[config.mk]
export PLATFORM = sky130hd
export DESIGN_NAME = vrf_banked
export DESIGN_NICKNAME = d
export VERILOG_FILES = /design/src/rtl/vrf_pkg.sv /design/src/rtl/vrf_bank.sv /design/src/rtl/vrf_banked.sv
export SDC_FILE = /design/constraint.sdc
export NUM_CORES = 2
export LEC_CHECK = 0
export CAP_MARGIN = 20
export CORE_AREA = 2 2 573 575
export CTS_CLUSTER_DIAMETER = 80
export DETAILED_ROUTE_END_ITERATION = 8
export DIE_AREA = 0 0 575 577
export PLACE_DENSITY_LB_ADDON = 0.2
export SLEW_MARGIN = 20
export SYNTH_ARGS = -nofsm -noshare
export SYNTH_HDL_FRONTEND = slang
export SYNTH_SLANG_ARGS = --single-unit
[constraint.sdc]
create_clock -name clk_i -period 4.77 [get_ports clk_i]
set_input_delay 0.477 -clock clk_i [delete_from_list [all_inputs] [get_ports clk_i]]
set_output_delay 0.477 -clock clk_i [all_outputs]
set_load 0.1 [all_outputs]
[src/rtl/vrf_pkg.sv]
// Shared types and width helpers for the banked vector register file.
// The bypass forwarding path in vrf_banked is enabled with the VRF_BYPASS_EN macro.
package vrf_pkg;

  localparam int unsigned DFLT_REG_NUM = 32;
  localparam int unsigned DFLT_LANES   = 4;

  localparam int unsigned ADDR_B = $clog2(DFLT_REG_NUM);
  localparam int unsigned ELEM_B = $clog2(DFLT_LANES);

  typedef enum logic {
    RD_IDLE = 1'b0,
    RD_CAP  = 1'b1
  } rd_state_t;

  // Index width that stays at least one bit wide for single-entry arrays.
  function automatic int unsigned idx_width(input int unsigned n);
    return (n > 1) ? $clog2(n) : 1;
  endfunction

endpackage

[src/rtl/vrf_bank.sv]
// One behavioural 1R1W storage bank: synchronous write, registered read with enable.
module vrf_bank #(
  parameter int unsigned DATA_WIDTH = 32,
  parameter int unsigned DEPTH      = 32,
  parameter int unsigned ADDR_W     = $clog2(DEPTH)
) (
  input  logic                  clk_i,
  input  logic                  we_i,
  input  logic [ADDR_W-1:0]     waddr_i,
  input  logic [DATA_WIDTH-1:0] wdata_i,
  input  logic                  re_i,
  input  logic [ADDR_W-1:0]     raddr_i,
  output logic [DATA_WIDTH-1:0] rdata_o
);

  logic [DATA_WIDTH-1:0] mem_q [DEPTH];
  logic [DATA_WIDTH-1:0] rdata_q;

  // NOTE: the array and its read register have no reset so they map onto RAM
  // macros; a same-edge write is not visible to the read (read-first).
  always_ff @(posedge clk_i) begin
    if (we_i) begin
      mem_q[waddr_i] <= wdata_i;
    end
    if (re_i) begin
      rdata_q <= mem_q[raddr_i];
    end
  end

  assign rdata_o = rdata_q;

endmodule

[src/rtl/vrf_banked.sv]
// Banked vector register file with a sequential operand-collection read port.
// Define VRF_BYPASS_EN to forward a write that lands on a read's issue cycle.
module vrf_banked
  import vrf_pkg::*;
#(
  parameter int unsigned DATA_WIDTH = 32,
  parameter int unsigned REG_NUM    = DFLT_REG_NUM,
  parameter int unsigned LANES      = DFLT_LANES,
  parameter int unsigned RD_PORTS   = 3,
  localparam int unsigned AW = $clog2(REG_NUM),
  localparam int unsigned EW = $clog2(LANES),
  localparam int unsigned NW = $clog2(RD_PORTS + 1)
) (
  input  logic                           clk_i,
  input  logic                           resetn_i,
  input  logic                           rd_req_i,
  input  logic [NW-1:0]                  rd_num_i,
  input  logic [RD_PORTS*AW-1:0]         rd_addr_i,
  input  logic [EW-1:0]                  rd_elem_i,
  output logic                           rd_ready_o,
  output logic                           rd_valid_o,
  output logic [RD_PORTS*DATA_WIDTH-1:0] op_rdata_o,
  input  logic                           wr_valid_i,
  input  logic [AW-1:0]                  wr_addr_i,
  input  logic [EW-1:0]                  wr_elem_i,
  input  logic [DATA_WIDTH-1:0]          wdata_i,
  output logic [DATA_WIDTH-1:0]          mask_rdata_o
);

  localparam int unsigned KW = idx_width(RD_PORTS);

  rd_state_t             state_q, state_d;
  logic [KW-1:0]         k_q, k_d, k_inc;
  logic [NW-1:0]         n_q, n_d, num_clamped;
  logic                  valid_q, valid_d;
  logic [AW-1:0]         addr_q [RD_PORTS];
  logic [AW-1:0]         addr_d [RD_PORTS];
  logic                  more_ops;
  logic                  capture;
  logic                  bank_re;
  logic [AW-1:0]         bank_raddr;
  logic [DATA_WIDTH-1:0] bank_rdata [LANES];
  logic [DATA_WIDTH-1:0] opnd_q [RD_PORTS][LANES];
  logic [DATA_WIDTH-1:0] mask_q;

  // All banks share the read address; each bank owns one element lane.
  for (genvar l = 0; l < LANES; l++) begin : g_bank
    vrf_bank #(
      .DATA_WIDTH(DATA_WIDTH),
      .DEPTH     (REG_NUM),
      .ADDR_W    (AW)
    ) u_bank (
      .clk_i  (clk_i),
      .we_i   (wr_valid_i && (wr_elem_i == EW'(l))),
      .waddr_i(wr_addr_i),
      .wdata_i(wdata_i),
      .re_i   (bank_re),
      .raddr_i(bank_raddr),
      .rdata_o(bank_rdata[l])
    );
  end

  always_comb begin
    num_clamped = rd_num_i;
    if (rd_num_i == '0) begin
      num_clamped = NW'(1);
    end else if (32'(rd_num_i) > RD_PORTS) begin
      num_clamped = NW'(RD_PORTS);
    end
  end

  assign k_inc    = k_q + KW'(1);
  assign more_ops = (32'(k_q) + 32'd1) < 32'(n_q);

  // NOTE: every output of this block gets a default before the case so no
  // path leaves a value unassigned, which would otherwise infer a latch.
  always_comb begin
    state_d    = state_q;
    k_d        = k_q;
    n_d        = n_q;
    valid_d    = valid_q;
    addr_d     = addr_q;
    bank_re    = 1'b0;
    bank_raddr = '0;
    capture    = 1'b0;
    unique case (state_q)
      RD_IDLE: begin
        if (rd_req_i) begin
          for (int i = 0; i < RD_PORTS; i++) begin
            addr_d[i] = rd_addr_i[i*AW +: AW];
          end
          n_d        = num_clamped;
          k_d        = '0;
          valid_d    = 1'b0;
          bank_re    = 1'b1;
          bank_raddr = rd_addr_i[AW-1:0];
          state_d    = RD_CAP;
        end
      end
      RD_CAP: begin
        capture = 1'b1;
        if (more_ops) begin
          bank_re    = 1'b1;
          bank_raddr = addr_q[k_inc];
          k_d        = k_inc;
        end else begin
          valid_d = 1'b1;
          state_d = RD_IDLE;
        end
      end
      default: state_d = RD_IDLE;
    endcase
  end

`ifdef VRF_BYPASS_EN
  logic                  byp_hit_q;
  logic [EW-1:0]         byp_lane_q;
  logic [DATA_WIDTH-1:0] byp_data_q;
`endif

  // NOTE: state registers use non-blocking assignments so every register
  // samples the pre-edge values regardless of statement order.
  always_ff @(posedge clk_i or negedge resetn_i) begin
    if (!resetn_i) begin
      state_q <= RD_IDLE;
      k_q     <= '0;
      n_q     <= NW'(1);
      valid_q <= 1'b0;
      mask_q  <= '0;
      for (int i = 0; i < RD_PORTS; i++) begin
        addr_q[i] <= '0;
        for (int l = 0; l < LANES; l++) begin
          opnd_q[i][l] <= '0;
        end
      end
`ifdef VRF_BYPASS_EN
      byp_hit_q  <= 1'b0;
      byp_lane_q <= '0;
      byp_data_q <= '0;
`endif
    end else begin
      state_q <= state_d;
      k_q     <= k_d;
      n_q     <= n_d;
      valid_q <= valid_d;
      addr_q  <= addr_d;
      if (capture) begin
        for (int i = 0; i < RD_PORTS; i++) begin
          if (k_q == KW'(i)) begin
            for (int l = 0; l < LANES; l++) begin
              opnd_q[i][l] <= bank_rdata[l];
            end
`ifdef VRF_BYPASS_EN
            // The bank returned pre-write data; patch in the issue-cycle write.
            if (byp_hit_q) begin
              opnd_q[i][byp_lane_q] <= byp_data_q;
            end
`endif
          end
        end
      end
`ifdef VRF_BYPASS_EN
      byp_hit_q  <= bank_re && wr_valid_i && (wr_addr_i == bank_raddr);
      byp_lane_q <= wr_elem_i;
      byp_data_q <= wdata_i;
`endif
      if (wr_valid_i && (wr_addr_i == '0) && (wr_elem_i == '0)) begin
        mask_q <= wdata_i;
      end
    end
  end

  always_comb begin
    op_rdata_o = '0;
    for (int i = 0; i < RD_PORTS; i++) begin
      op_rdata_o[i*DATA_WIDTH +: DATA_WIDTH] = opnd_q[i][rd_elem_i];
    end
  end

  assign rd_ready_o   = (state_q == RD_IDLE);
  assign rd_valid_o   = valid_q;
  assign mask_rdata_o = mask_q;

endmodule

# --- Word-level counts from Yosys, hierarchy flattened ---
# Memory sizes are Yosys's and may differ from the RTL's. A register that Yosys moved wholly into a read port is not among the register bits.
# Cells that the tools add are included.
totals:
  output_inout_bits: 130
  ramBits: 4096
  word_cells: 90
  memories: 4
  register_bits: 437
  in_bits: 62
mem_list:
  columns: ["memory", "words", "width", "rd", "rd_ports_with_merged_regs", "write_ports", "line", "rtl"]
  rows:
  - ["g_bank[0].u_bank.mem_q", 32, 32, 1, 1, 1, "vrf_bank.sv:16", "logic [DATA_WIDTH-1:0] mem_q [DEPTH];"]
  - ["g_bank[1].u_bank.mem_q", 32, 32, 1, 1, 1, "vrf_bank.sv:16", null]
  - ["g_bank[2].u_bank.mem_q", 32, 32, 1, 1, 1, "vrf_bank.sv:16", null]
  - ["g_bank[3].u_bank.mem_q", 32, 32, 1, 1, 1, "vrf_bank.sv:16", null]
classes:
  n_mux: 34
  n_addsub: 2
  bitwise: 3
  n_eq_ne: 8
  n_lt_le_gt_ge: 3
  reduce_logical: 16
op_table:
  columns: ["op", "n"]
  rows:
  - ["binary-select mux 32 bit (select 2 bit)", 3]
  - ["2-to-1 mux 32 bit", 6]
  - ["2-to-1 mux 5 bit", 4]
  - ["2-to-1 mux 1 bit", 13]
  - ["AND reduction 2 bit", 6]
  - ["binary-select mux 5 bit (select 2 bit)", 1]
  - ["case mux 5 bit (2 select lines)", 1]
  - ["equality test 2 bit, second input constant", 3]
  - [">= comparator 3 bit, second input constant", 2]
  - ["logical AND 1 bit", 6]
  - ["zero test 2 bit", 3]
  - ["2-to-1 mux 2 bit", 3]
  - ["NOT 2 -> 3 bit", 2]
  - ["zero test 5 bit", 1]
  - ["equality test 2 x 1 -> 1 bit, second input constant", 2]
  - ["!= test 2 bit, second input constant", 2]
  - ["case mux 1 bit (2 select lines)", 2]
  - ["case mux 2 bit (2 select lines)", 1]
  - ["adder 2 x 1 -> 3 bit, second input constant", 1]
  - ["less-than comparator 3 x 2 -> 1 bit", 1]
  - ["adder 2 x 1 -> 2 bit, second input constant", 1]
  - ["!= test 2 x 1 -> 1 bit, second input constant", 1]
  - ["NOT 1 bit", 1]

# --- Depth between registers and ports, before layout ---
logic_depth:
  ltp_word: 7
  mapped_depth: 16
  mapped_depth_nobuf: 9

# --- Cells and area by module ---
# Synthesis repeated with hierarchy kept, for this count alone.
hier_totals:
  cells_unflattened: 10163
  hier_area_um2: 182337.4
by_module_without_submodules:
  columns: ["module", "cells_per_inst", "area_each_um2", "seq_area_each_um2", "n_inst"]
  rows:
  - ["vrf_bank", 2260, 40805.4, 31710.4, 4]
  - ["vrf_banked", 1123, 19115.8, 10936.7, 1]

# --- Least setup slack after synthesis ---
# Ideal clock, no wire load.
synth_timing:
  path_kind: "reg2reg"
  startpoint: "reg state_q"
  endpoint: "reg g_bank[0].u_bank.rdata_q[0] (read register of g_bank[0].u_bank.mem_q), enable pin"
  n_path_buf: 2
  path_stages_with_launch: 6
  path_slack_ps: -177
  period_less_slack_ps: 4947
  required_time_ps: 4277
  arrival_ps: 4455
  path_cell_list: "dfrtp_1 > buf_2 > inv_1 > nand2_1 > clkbuf_1 > nand2_1"
synth_via:
  elab_chain_len: 2
synth_rtl:
  columns: ["item", "line", "rtl"]
  rows:
  - ["from (decl)", "vrf_banked.sv:32", "rd_state_t state_q, state_d;"]
  - ["from (signal assigned)", "vrf_banked.sv:142", "state_q <= state_d;"]
  - ["NOT 1 bit (no source line)", null, null]
  - ["via rd_ready_o", "vrf_banked.sv:20", "output logic rd_ready_o,"]
  - ["case mux 1 bit (2 select lines)", "vrf_banked.sv:86", "unique case (state_q)"]
  - ["via bank_re", "vrf_banked.sv:40", "logic bank_re;"]
  - ["to (decl)", "vrf_bank.sv:17", "logic [DATA_WIDTH-1:0] rdata_q;"]
# The timed path passes the listed nets, and every way through them passes these cells.
# A chain may end at the register's enable or synchronous reset.

# --- Worst setup path in the final report ---
layout_timing:
  startpoint: "reg k_q[1]"
  endpoint: "reg g_bank[2].u_bank.rdata_q[3] (read register of g_bank[2].u_bank.mem_q) (data pin)"
layout_via:
  elab_chain_len: 7
layout_rtl:
  columns: ["item", "line", "rtl"]
  rows:
  - ["from (decl)", "vrf_banked.sv:33", "logic [KW-1:0] k_q, k_d, k_inc;"]
  - ["from (signal assigned)", "vrf_banked.sv:143", "k_q <= k_d;"]
  - ["adder 2 x 1 -> 2 bit", "vrf_banked.sv:72", "assign k_inc = k_q + KW'(1);"]
  - ["NOT 2 -> 3 bit (implied by the code)", "vrf_banked.sv:104", "bank_raddr = addr_q[k_inc];"]
  - ["binary-select mux 5 bit (select 2 bit)", "vrf_banked.sv:104", null]
  - ["2-to-1 mux 5 bit (implied by the code) (2 in series)", "vrf_banked.sv:104", null]
  - ["2-to-1 mux 5 bit", "vrf_banked.sv:102", "if (more_ops) begin"]
  - ["case mux 5 bit (2 select lines)", "vrf_banked.sv:86", null]
  - ["to (decl)", "vrf_bank.sv:17", null]
# Parallel ways exist; a longest one is shown, timed or not. The select of a mux whose other input is x is not followed.

==> run metrics <==
status finished, violations left; failing checks setup timing; later-pin clock latency in the skew report 1.02 ns; RR Startpoint k_q[1]$_DFFE_PN0P_; vias per inst 6.63; syn_nets 11,900; antenna violations before repair 54; min-delay worst type in2reg; synthesized instance count 11,800; maximum vdd drop 818 uV; Crit. End Element flip-flop; post-synthesis area per instance 15.7 um^2; num ports 192; GP Congestion 0.894; clock skew 0.0446 ns; Nets 12,400; Pwr per Cell Area 622 nW/um^2; Sinks on Clock Net 4,661; worst hold stages 3; leading area contributor after synthesis edfxtp_1; Hold WS 0.0140 ns; R2R Setup Slk -0.06 ns; Startpoint Class flip-flop; vias in the first global route 109,000; register bit total from synthesis 4,661; min cycle time layout 4.83 ns; design area 212,000 um^2; capture point of the worst reg-to-reg path g_bank[2].u_bank.rdata_o[3]$_DFFE_PP_; Layout Cells excl Fill 17,100; f_max 0.207 GHz; fill cell instance count of the final layout 22,300; static leakage 0.0756 uW; area delta synth->final 14.4%; Hold Fails Final Rpt 0; H-tree depth 5; Worst Path Required 5.53 ns; Die ar. 332,000 um^2; CORE AREA 326,000 um^2; Setup CP Type reg2reg; WL/cell 32.7 um; Synth cell types 65; ys async rst share 9.38%; Final period util 101%; Pre-antenna DRT Iters 7; I/O Buffers 191; number of synthesized flops with an enable pin 4,224; deepest clock path buffer count 4; Slew Limit Headroom 18.1%; DRC viols 0; Final Slew Violations 0; number of DRC markers in iteration 0 17,000; clock transition at the registers of the reported paths 0.06 ns; sequential share of the synthesized area 74.5%; crit path max fanout 30; worst setup margin -0.0589 ns; Synth area leaders edfxtp_1 (69%), dfrtp_1 (5.9%), mux2i_1 (3.8%); Synth top area share 68.6%; Hold Path Origin rd_addr_i[10]; post-DP HPWL 329 mm; CP startpoint k_q[1]$_DFFE_PN0P_; placed insts 16,200; FP Rows 210; setup repair after global routing missed its margin false; WL final 558 mm; MaxCap Viol Count 0; placed instance area 196,000 um^2; Cell Area, Synth 185,000 um^2; Final setup viols 1; initial core utilization 56.7%; Die H 577 um; worst-margin pin slew 1.22 ns; CTS Buf Count 462; share of post-route cells with drive strength above 1 17.2%; first-pass GRT wire length 791 mm; yosys synthesis warning count 0; total global routing overflow 0; pre-CTS setup slack -0.195 ns; CTS tree built; die width 575 um; ys flop type edfxtp_1; largest net degree at the start of global routing 227; Critical Path AT 5.59 ns; crit path to g_bank[2].u_bank.rdata_o[3]$_DFFE_PP_; DRT antenna net count 0; via count 113,000; R2R cell count 13; Root Driver clkbuf_16; global-route usage over all layers 33.3%; Setup Buffers After CTS 0
[final cells by class]
type / count / area, um^2 / share of cell area (%)
antenna: 18 / 45.0 / 0.0213
clock buffer: 605 / 12600 / 5.94
clock inverter: 243 / 2210 / 1.05
inverter: 5 / 18.8 / 0.00887
multi-input combinational: 6247 / 44600 / 21.1
sequential: 4661 / 138000 / 65.1
tap: 4346 / 5440 / 2.57
timing repair buffer: 928 / 8880 / 4.20
[flip-flops by register name, summed over array words and instances, names as in the netlist]
signal,cells
state_q,1
g_bank.u_bank.mem_q,4096
opnd_q,384
g_bank.u_bank.rdata_o,128
addr_q,15
rd_valid_o,1
mask_rdata_o,32
n_q,2
k_q,2
[metrics by stage]
| step | total power [uW] | utilization (%) | TNS [ns] |
|---|---|---|---|
| 2_1_floorplan | 75500 | - | 0 |
| 3_3_place_gp | 94700 | 60.3 | -0.148 |
| 3_5_place_dp | 95500 | 60.3 | -0.270 |
| 4_1_cts | 131000 | 64.9 | 0 |
| 5_1_grt | 135000 | 64.9 | 0 |
| 6_report | 131000 | 64.9 | -0.0589 |
[cell usage after synthesis, types with 135 or more instances]
master    instances
a21boi_0        465
nand2_1        1494
and3_1          528
buf_2           186
o21ai_0         152
nor2_1          135
edfxtp_1       4224
mux4_2          152
nor4_1          244
o22ai_1         331
clkbuf_1        608
dfrtp_1         436
mux2_2          418
mux2i_1         708
a21oi_1         717
o211ai_1        348
[cells by family (layout without fill, tap and decap cells)]
kind of cell	Yosys count	count (layout)	synth area share (%)
buf+inv	904	1781	2.08
flops	4661	4661	74.5
other cells	0	18	0
compound gates	2525	2525	9.07
fa+ha+maj	5	5	0.0379
simple gates	2437	2437	6.05
mux	1280	1280	8.24
[worst min-delay path by stage]
stage | endpoint | slack (ns)
2_1_floorplan | addr_q[0]$_DFFE_PN0P_ | 0.18
3_3_place_gp | addr_q[12]$_DFFE_PN0P_ | 0.46
3_5_place_dp | addr_q[10]$_DFFE_PN0P_ | 0.47
4_1_cts | addr_q[0]$_DFFE_PN0P_ | 0.0006
5_1_grt | addr_q[0]$_DFFE_PN0P_ | 0.03
6_report | addr_q[0]$_DFFE_PN0P_ | 0.01
[critical path, stage by stage (launching register included)]
cell      delay [ns]
dfrtp_1         0.40
inv_1           0.16
ha_1            0.38
nor2_2          0.42
a221o_4         0.46
nand2_8         0.33
buf_12          0.30
buf_12          0.20
buf_4           0.23
nand2_1         0.10
a21oi_1         0.07
nor4_1          0.95
a221oi_1        0.28
buf_4           0.20
[cell usage in the layout, fill, tap and decap left out, drive strengths merged, types with 16 or more instances in the layout]
cell,count
nor2,137
mux2,420
o41ai,62
dfrtp,436
a41oi,116
a21oi,718
a2111oi,85
clkinv,182
clkdlybuf4s50,131
edfxtp,4224
diode,18
mux2i,708
o31ai,82
mux4,152
nand2,1497
o211ai,348
o21ai,189
a221oi,16
o32ai,53
inv,17
clkbuf,605
bufinv,36
a21boi,466
nor4,244
and3,528
buf,784
o22ai,332
a211oi,19
[routing by layer]
| layer | track usage (%) | wire (um) | vias up |
|---|---|---|---|
| li1 | - | - | 47200 |
| met1 | 45.3 | 205000 | 57300 |
| met2 | 51.1 | 254000 | 7360 |
| met3 | 8.67 | 72200 | 1177 |
| met4 | 14.3 | 25800 | 30 |
| met5 | 0 | 517 | - |
[power by group]
part / internal [uW] / switching [uW] / total [uW]
registers: 47700 / 3570 / 51300
clock network: 20400 / 15300 / 35700
logic: 14800 / 29800 / 44500
[timing repair]
| item | in CTS | in global routing |
|---|---|---|
| gates cloned | 0 | 0 |
| resized for setup | 1 | 9 |
| setup endpoints to repair | 1 | 11 |
| endpoints found under the hold margin | 241 | 26 |
| hold buffers | 12 | 1 |
(Power assumes the default switching activity.)
